`config.mk`:
```
export PLATFORM = sky130hd
export DESIGN_NAME = pipeline_hazard_controller
export DESIGN_NICKNAME = d
export VERILOG_FILES = /design/src/rtl/pipeline_hazard_controller_pkg.sv /design/src/rtl/pipeline_hazard_controller_load_use_detector.sv /design/src/rtl/pipeline_hazard_controller.sv
export SDC_FILE = /design/constraint.sdc
export NUM_CORES = 1
export LEC_CHECK = 0
export ABC_CLOCK_PERIOD_IN_PS = 7750
export CAP_MARGIN = 20
export CORE_ASPECT_RATIO = 1.2
export CORE_MARGIN = 4
export CORE_UTILIZATION = 49
export DETAILED_ROUTE_END_ITERATION = 10
export PLACE_DENSITY = 0.84
export SETUP_SLACK_MARGIN = 0.4
export SYNTH_ARGS = -nofsm -noshare
export SYNTH_HDL_FRONTEND = slang
export SYNTH_SLANG_ARGS = --single-unit
```
`constraint.sdc`:
```
create_clock -name clk -period 7.75 [get_ports clk]
set_clock_uncertainty 0.2 [all_clocks]
set_input_delay 1.55 -clock clk [delete_from_list [all_inputs] [get_ports clk]]
set_output_delay 1.55 -clock clk [all_outputs]
set_load 0.01 [all_outputs]
```
`src/rtl/pipeline_hazard_controller_pkg.sv`:
```
// Shared types for the pipeline stall/flush sequencer and its load-use comparator.
// Holds the FSM encoding, the zero-register constant and the stage control bundle.
package pipeline_ctrl_pkg;

   typedef enum logic {
      RUN     = 1'b0,
      MD_BUSY = 1'b1
   } fsm_t;

   localparam logic [4:0] REG_ZERO = 5'd0;

   typedef struct packed {
      logic pc_write;
      logic if_id_write;
      logic id_ex_write;
      logic ex_mem_write;
      logic mem_wb_write;
      logic if_id_flush;
      logic id_ex_flush;
      logic ex_mem_flush;
      logic muldiv_done;
   } stage_ctrl_t;

   localparam stage_ctrl_t CTRL_DEFAULT = '{
      pc_write:     1'b1,
      if_id_write:  1'b1,
      id_ex_write:  1'b1,
      ex_mem_write: 1'b1,
      mem_wb_write: 1'b1,
      if_id_flush:  1'b0,
      id_ex_flush:  1'b0,
      ex_mem_flush: 1'b0,
      muldiv_done:  1'b0
   };

   // Front end frozen while EX is occupied by mult/div; a bubble drains into MEM.
   function automatic stage_ctrl_t ctrl_md_freeze();
      stage_ctrl_t c;
      c              = CTRL_DEFAULT;
      c.pc_write     = 1'b0;
      c.if_id_write  = 1'b0;
      c.id_ex_write  = 1'b0;
      c.ex_mem_flush = 1'b1;
      return c;
   endfunction

endpackage

```
`src/rtl/pipeline_hazard_controller_load_use_detector.sv`:
```
// Combinational load-use comparator: a load in EX whose destination feeds the ID instruction.
// Register 0 never creates a dependence since it is hardwired to zero.
module load_use_detector
   import pipeline_ctrl_pkg::*;
#(
   parameter int REG_ADDR_W = 5
) (
   input  logic                  mem_read,
   input  logic [REG_ADDR_W-1:0] load_rt,
   input  logic [REG_ADDR_W-1:0] rs,
   input  logic [REG_ADDR_W-1:0] rt,
   input  logic                  uses_rt,
   output logic                  lu_hazard
);

   logic dest_nonzero_s;
   logic rs_match_s;
   logic rt_match_s;

   assign dest_nonzero_s = (load_rt != REG_ADDR_W'(REG_ZERO));
   assign rs_match_s     = (load_rt == rs);
   assign rt_match_s     = uses_rt && (load_rt == rt);
   assign lu_hazard      = mem_read && dest_nonzero_s && (rs_match_s || rt_match_s);

endmodule

```
`src/rtl/pipeline_hazard_controller.sv`:
```
// Stall/flush sequencer for the 5-stage pipeline: memory waits, mult/div occupancy,
// taken-branch redirects and load-use bubbles, plus a saturating stall-cycle counter.
module pipeline_hazard_controller
   import pipeline_ctrl_pkg::*;
#(
   parameter int MULDIV_CYCLES = 4,
   parameter int REG_ADDR_W    = 5,
   parameter int PERF_W        = 16
) (
   input  logic                  clk,
   input  logic                  reset,
   input  logic                  mem_stall,
   input  logic                  EX_branch_taken,
   input  logic                  ID_EX_memRead,
   input  logic                  ID_EX_muldiv,
   input  logic [REG_ADDR_W-1:0] ID_EX_rt,
   input  logic [REG_ADDR_W-1:0] IF_ID_rs,
   input  logic [REG_ADDR_W-1:0] IF_ID_rt,
   input  logic                  IF_ID_usesRt,
   output logic                  PC_write,
   output logic                  IF_ID_write,
   output logic                  ID_EX_write,
   output logic                  EX_MEM_write,
   output logic                  MEM_WB_write,
   output logic                  IF_ID_flush,
   output logic                  ID_EX_flush,
   output logic                  EX_MEM_flush,
   output logic                  muldiv_busy,
   output logic                  muldiv_done,
   output logic [PERF_W-1:0]     stall_cycles
);

   fsm_t              fsm_r;
   fsm_t              fsm_nxt_s;
   logic [7:0]        cnt_r;
   logic [7:0]        cnt_nxt_s;
   logic [PERF_W-1:0] stall_cycles_r;
   logic              lu_hazard_s;
   stage_ctrl_t       ctrl_s;

   load_use_detector #(
      .REG_ADDR_W (REG_ADDR_W)
   ) u_load_use (
      .mem_read  (ID_EX_memRead),
      .load_rt   (ID_EX_rt),
      .rs        (IF_ID_rs),
      .rt        (IF_ID_rt),
      .uses_rt   (IF_ID_usesRt),
      .lu_hazard (lu_hazard_s)
   );

   // Hazard arbitration: mem_stall, then mult/div, then branch, then load-use.
   always_comb begin
      ctrl_s    = CTRL_DEFAULT;
      fsm_nxt_s = fsm_r;
      cnt_nxt_s = cnt_r;
      if (reset) begin
         fsm_nxt_s = RUN;
         cnt_nxt_s = 8'd0;
      end else if (mem_stall) begin
         ctrl_s.pc_write     = 1'b0;
         ctrl_s.if_id_write  = 1'b0;
         ctrl_s.id_ex_write  = 1'b0;
         ctrl_s.ex_mem_write = 1'b0;
         ctrl_s.mem_wb_write = 1'b0;
      end else if (fsm_r == MD_BUSY) begin
         // Branch and load-use inputs are meaningless here: EX holds the mult/div.
         if (cnt_r != 8'd0) begin
            ctrl_s    = ctrl_md_freeze();
            cnt_nxt_s = cnt_r - 8'd1;
         end else begin
            ctrl_s.muldiv_done = 1'b1;
            fsm_nxt_s          = RUN;
         end
      end else if (ID_EX_muldiv) begin
         ctrl_s    = ctrl_md_freeze();
         cnt_nxt_s = 8'(MULDIV_CYCLES - 2);
         fsm_nxt_s = MD_BUSY;
      end else if (EX_branch_taken) begin
         ctrl_s.if_id_flush = 1'b1;
         ctrl_s.id_ex_flush = 1'b1;
      end else if (lu_hazard_s) begin
         ctrl_s.pc_write    = 1'b0;
         ctrl_s.if_id_write = 1'b0;
         ctrl_s.id_ex_flush = 1'b1;
      end else begin
         ctrl_s = CTRL_DEFAULT;
      end
   end

   // State, countdown and saturating stall counter.
   always_ff @(posedge clk) begin
      if (reset) begin
         fsm_r          <= RUN;
         cnt_r          <= 8'd0;
         stall_cycles_r <= {PERF_W{1'b0}};
      end else begin
         fsm_r <= fsm_nxt_s;
         cnt_r <= cnt_nxt_s;
         if (!ctrl_s.pc_write && (stall_cycles_r != {PERF_W{1'b1}})) begin
            stall_cycles_r <= stall_cycles_r + PERF_W'(1);
         end else begin
            stall_cycles_r <= stall_cycles_r;
         end
      end
   end

   assign PC_write     = ctrl_s.pc_write;
   assign IF_ID_write  = ctrl_s.if_id_write;
   assign ID_EX_write  = ctrl_s.id_ex_write;
   assign EX_MEM_write = ctrl_s.ex_mem_write;
   assign MEM_WB_write = ctrl_s.mem_wb_write;
   assign IF_ID_flush  = ctrl_s.if_id_flush;
   assign ID_EX_flush  = ctrl_s.id_ex_flush;
   assign EX_MEM_flush = ctrl_s.ex_mem_flush;
   assign muldiv_done  = ctrl_s.muldiv_done;
   assign muldiv_busy  = (fsm_r == MD_BUSY);
   assign stall_cycles = stall_cycles_r;

endmodule

```
# Yosys cells after proc, flatten, opt, wreduce, memory -nomap -nowiden
# Cells that the tools add are included.
[totals]
register_bits = 25
out_inout_bits = 26
[op_classes]
bitwise = 1
n_addsub = 2
reduce_logical = 10
eq_ne = 4
mux = 17
[ops]
columns = ["op", "n"]
rows = [
  ["2-to-1 mux 8 bit", 4],
  ["2-to-1 mux 9 bit", 3],
  ["adder 16 x 1 -> 16 bit (second input constant)", 1],
  ["!= test 16 bit (second input constant)", 1],
  ["== test 5 bit", 2],
  ["2-to-1 mux 5 bit", 2],
  ["nonzero test 8 bit", 1],
  ["subtractor 8 x 1 -> 8 bit (second input constant)", 1],
  ["2-to-1 mux 1 bit", 5],
  ["nonzero test 5 bit", 1],
  ["logical AND 1 bit", 4],
  ["2-to-1 mux 2 bit", 2],
  ["2-to-1 mux 4 bit", 1],
  ["AND reduction 3 bit", 1],
  ["!= test 2 x 1 -> 1 bit (second input constant)", 1],
  ["nonzero test 2 bit", 1],
  ["zero test 1 bit", 1],
  ["logical OR 1 bit", 1],
  ["inverter 1 bit", 1],
]

# Longest topological paths before layout
[logic_depth]
ltp_word = 12
depth_mapped = 10

# Cells and area by module
# From an unflattened synthesis, not the netlist that was laid out.
[unflattened]
cells_unflattened = 167
hier_area_um2 = 1457.6
[by_module_without_submodules]
columns = ["module", "area_per_inst_um2", "cells_per_inst", "seq_area_each_um2", "n_inst"]
rows = [
  ["pipeline_hazard_controller", 1325.0, 150, 500.5, 1],
  ["load_use_detector", 132.6, 17, 0.0, 1],
]

# Least setup slack after synthesis
# OpenSTA, ideal clock, no wires.
[synth_path]
path_kind = "in2out"
start = "in ID_EX_rt[0]"
end = "out PC_write"
arrival_time_ns = 2.842
n_path_buf = 1
path_stages = 5
setup_slack_ns = 3.158
cell_sequence = "or4_1 > o21ai_0 > nor2_1 > a21boi_0 > buf_4"
[synth_between]
elab_chain_len = 10
elab_cells_between_ends = 13
classes_between = "2 x eq/ne; 6 x mux; 5 x reduce/logical"
[synth_rtl]
columns = ["item", "line", "source"]
rows = [
  ["from (decl)", "pipeline_hazard_controller.sv:16", "input logic [REG_ADDR_W-1:0] ID_EX_rt,"],
  ["== test 5 bit", "pipeline_hazard_controller_load_use_detector.sv:22", "assign rt_match_s = uses_rt && (load_rt == rt);"],
  ["logical AND 1 bit", "pipeline_hazard_controller_load_use_detector.sv:22", ""],
  ["logical OR 1 bit", "pipeline_hazard_controller_load_use_detector.sv:23", "assign lu_hazard = mem_read && dest_nonzero_s && (rs_match_s || rt_match_s);"],
  ["logical AND 1 bit *", "pipeline_hazard_controller_load_use_detector.sv:23", ""],
  ["2-to-1 mux 2 bit *", "pipeline_hazard_controller.sv:82", "end else if (lu_hazard_s) begin"],
  ["2-to-1 mux 5 bit *", "pipeline_hazard_controller.sv:79", "end else if (EX_branch_taken) begin"],
  ["2-to-1 mux 9 bit *", "pipeline_hazard_controller.sv:75", "end else if (ID_EX_muldiv) begin"],
  ["2-to-1 mux 9 bit *", "pipeline_hazard_controller.sv:66", "end else if (fsm_r == MD_BUSY) begin"],
  ["2-to-1 mux 5 bit *", "pipeline_hazard_controller.sv:60", "end else if (mem_stall) begin"],
  ["2-to-1 mux 9 bit *", "pipeline_hazard_controller.sv:57", "if (reset) begin"],
  ["to (decl)", "pipeline_hazard_controller.sv:20", "output logic PC_write,"],
]
# Mark *: on every way between the ends. The rest lies on a longest branch, timed or not.

# Final worst setup path
[layout_path]
start = "in reset"
end = "out IF_ID_write"
[layout_between]
elab_chain_len = 1
[layout_rtl]
columns = ["item", "line", "source"]
rows = [
  ["from (decl)", "pipeline_hazard_controller.sv:11", "input logic reset,"],
  ["2-to-1 mux 9 bit", "pipeline_hazard_controller.sv:57", ""],
  ["to (decl)", "pipeline_hazard_controller.sv:21", "output logic IF_ID_write,"],
]
# No other way between the ends.

==> flow_summary.json <==
{
  "p_sw_mw": 0.0771,
  "synth_cell_types": 43,
  "layout-drive-gt1-share_pct": 5.71,
  "cts_buffer_depth": 2,
  "end_kind": "output pin",
  "final-setup-viol-count": 0,
  "hold_viol_final": 0,
  "syn_avg_cell_area_um2": 8.62,
  "gp_congestion": 0.866,
  "clk_latency_ns": 0.32,
  "muxShareOfSynthArea_pct": 2.27,
  "combPwrFrac_pct": 24.6,
  "finalPower_mw": 0.265,
  "r2r_slack_ns": 4.87,
  "vias_per_cell": 5.91,
  "fp.dieH_um": 67.2,
  "tightest_slew_ns": 0.798,
  "hold_class": "flop to flop",
  "p_leak_nw": 0.649,
  "yosysSeqAreaShare_pct": 35.0,
  "p_int_mw": 0.188,
  "setup.worst_path.end": "IF_ID_write",
  "grt_overflow": 0,
  "layout.cells.non_filler": 244,
  "routed_wl_mm": 3.68,
  "synthArstFlopShare_pct": 0,
  "n_antenna_cell": 0,
  "grtUsageTotal_pct": 20.8,
  "fin_util_pct": 69.2,
  "fp.dieArea_mm2": 0.00385,
  "hpwlAfterDp_mm": 2.90,
  "numCtsBuffers": 3,
  "rows": 21,
  "timing.slew.headroom_pct": 46.4,
  "cts.root.buffer_cell": "clkbuf_4",
  "cp-startpoint": "reset",
  "dieWidth_um": 57.3,
  "final_max_slew_viol_count": 0,
  "max_freq_mhz": 178,
  "ir_drop_v": 0.000114,
  "yosys_register_bits": 25,
  "period_minus_slack_ns": 5.62,
  "drc": 0,
  "drt_pass1_iterations": 4,
  "synth_edf_count": 0,
  "outcome": "finished, final reports clean",
  "synthCells": 166,
  "drv_cap": 0,
  "cts-resized-gates": 0,
  "post_drt_wl_per_cell_um": 15.1,
  "clk_pin_slew_ns": 0.14,
  "grt_first_pass_wirelength_mm": 6.38,
  "synth_area_mm2": 0.00143,
  "final_nets": 235,
  "dominantRegCellSynth": "dfxtp_1",
  "core_area_mm2": 0.00279,
  "cts_setup_buffers": 0,
  "ioPinCount": 48,
  "switching_share_pct": 29.1,
  "yosys.area_share.adder_pct": 1.75,
  "ant_nets": 0,
  "hold_buffers": 0,
  "power_density_mw_per_mm2": 138,
  "first_global_vias": 1449,
  "r2r_end": "stall_cycles[11]$_SDFFE_PP0P_",
  "start_util_pct": 51.3,
  "cp_data_required_time_ns": 6.00,
  "placedCellCount": 240,
  "synth_warnings": 0,
  "cts_tree": "yes",
  "synth_compound_area_share_pct": 18.4,
  "reg2reg_from": "cnt_r[0]$_SDFFE_PP0P_",
  "antenna_found_initial": 0,
  "finalCritPeriodShare_pct": 72.5,
  "synth_top_family_by_area": "simple AND/OR/NAND/NOR gates",
  "rsz0062_at_grt": "false",
  "seqPwrFrac_pct": 53.2,
  "critPathKind": "input pin to output pin",
  "htree_levels": 1,
  "worstPathArrival_ns": 3.87,
  "vias": 1442,
  "grt_max_degree": 29,
  "area_growth_pct": 34.8,
  "drtIter0Drc": 57,
  "synth_simple_gate_area_share_pct": 27.5,
  "synth_xor_xnor_area_share_pct": 10.4,
  "syn-num-nets": 190,
  "p_clk_share_pct": 22.2,
  "cp_max_fo": 19,
  "r2r_cells": 8,
  "fin_tns_setup_ns": 0,
  "cts.sinks": 25,
  "port_buffers": 47,
  "crit_path_start_kind": "input pin"
}
==> metal layers <==
layer	GRT usage [%]	share of wire [%]	routed length [um]	up-vias
li1	-	-	-	711
met1	23.6	41	1510	684
met2	38.7	54	1980	41
met3	3.44	3.6	132	6
met4	7.83	1.4	52	0
met5	0	0	0	-
==> placed cells by master, fill, tap and decap left out, types with 4 or more instances in the layout <==
cell type | synthesis | routed
clkdlybuf4s50_1 | 0 | 47
dfxtp_1 | 25 | 25
nor2_1 | 17 | 17
xor2_1 | 13 | 13
a21oi_1 | 11 | 11
nand2_1 | 9 | 9
nand3_1 | 7 | 7
inv_1 | 6 | 6
o31ai_1 | 6 | 6
nor3_1 | 5 | 5
or4_1 | 5 | 5
or3_1 | 5 | 5
nor4_1 | 4 | 4
xnor2_1 | 4 | 4
o21ai_0 | 4 | 4
nand4_1 | 4 | 4
==> state kept, by name, indices dropped and copies added, names as in the netlist <==
register      cells
cnt_r             8
stall_cycles     16
muldiv_busy       1
==> power by group through the flow <==
stage          Clock [mW]  Combinational [mW]  Sequential (mW)
2_1_floorplan           0              0.0393            0.144
3_3_place_gp            0              0.0629            0.144
3_5_place_dp            0              0.0654            0.144
4_1_cts            0.0617              0.0658            0.141
5_1_grt            0.0672              0.0725            0.142
6_report           0.0589              0.0653            0.141
==> metrics by stage <==
stage	instance area, um^2	hold slack, ns	setup slack (ns)
after CTS	1930	0.315	2.13
after floorplan	1430	0.277	3.16
after global placement	1900	0.284	2.25
after global routing	1930	0.343	1.94
after detailed placement	1900	0.295	2.14
final	1930	0.311	2.13
==> cells by family (layout without fill, tap and decap cells) <==
kind of cell	Yosys count	after routing
fa+ha+maj	2	2
compound gates	37	37
mux	3	3
flops	25	25
simple gates	69	69
buf+inv	13	57
xor+xnor	17	17
==> worst min path at each step <==
stage                                        from                            end  depth (start not counted)
floorplan                   cnt_r[4]$_SDFFE_PP0P_          cnt_r[4]$_SDFFE_PP0P_                          2
global placement    stall_cycles[13]$_SDFFE_PP0P_  stall_cycles[13]$_SDFFE_PP0P_                          2
detailed placement  stall_cycles[13]$_SDFFE_PP0P_  stall_cycles[13]$_SDFFE_PP0P_                          2
CTS                 stall_cycles[13]$_SDFFE_PP0P_  stall_cycles[13]$_SDFFE_PP0P_                          2
global route                cnt_r[4]$_SDFFE_PP0P_          cnt_r[4]$_SDFFE_PP0P_                          2
finish              stall_cycles[13]$_SDFFE_PP0P_  stall_cycles[13]$_SDFFE_PP0P_                          2
==> area by class of cell <==
cell class                      count  area, um^2
Timing Repair Buffer               47         470
Fill cell                         236         857
Sequential cell                    25         500
Clock inverter                      1        7.51
Multi-Input combinational cell    128         862
Inverter                            6        22.5
Clock buffer                        3        22.5
Tap cell                           34        42.5
==> cells in the mapped netlist (3+ instances only) <==
library cell,instances,share of area [%]
or3_1,5,2.2
nor2_1,17,4.5
nand3_1,7,2.4
o21ai_0,4,1.4
dfxtp_1,25,35
o41ai_1,3,1.8
nand2_1,9,2.4
o31ai_1,6,3.1
inv_1,6,1.6
buf_4,3,1.6
nand4_1,4,1.7
clkbuf_1,3,0.79
nor3_1,5,1.7
or4_1,5,2.6
xor2_1,13,8.0
nor4_1,4,1.7
a21oi_1,11,3.8
xnor2_1,4,2.4
==> worst max-delay path: stages <==
cell and delay (ns):
clkdlybuf4s50_1 0.91, inv_1 0.30, o21ai_1 0.22, a21boi_0 0.29
clkdlybuf4s50_1 0.59
No activity file was read; power rests on OpenSTA's default activity.
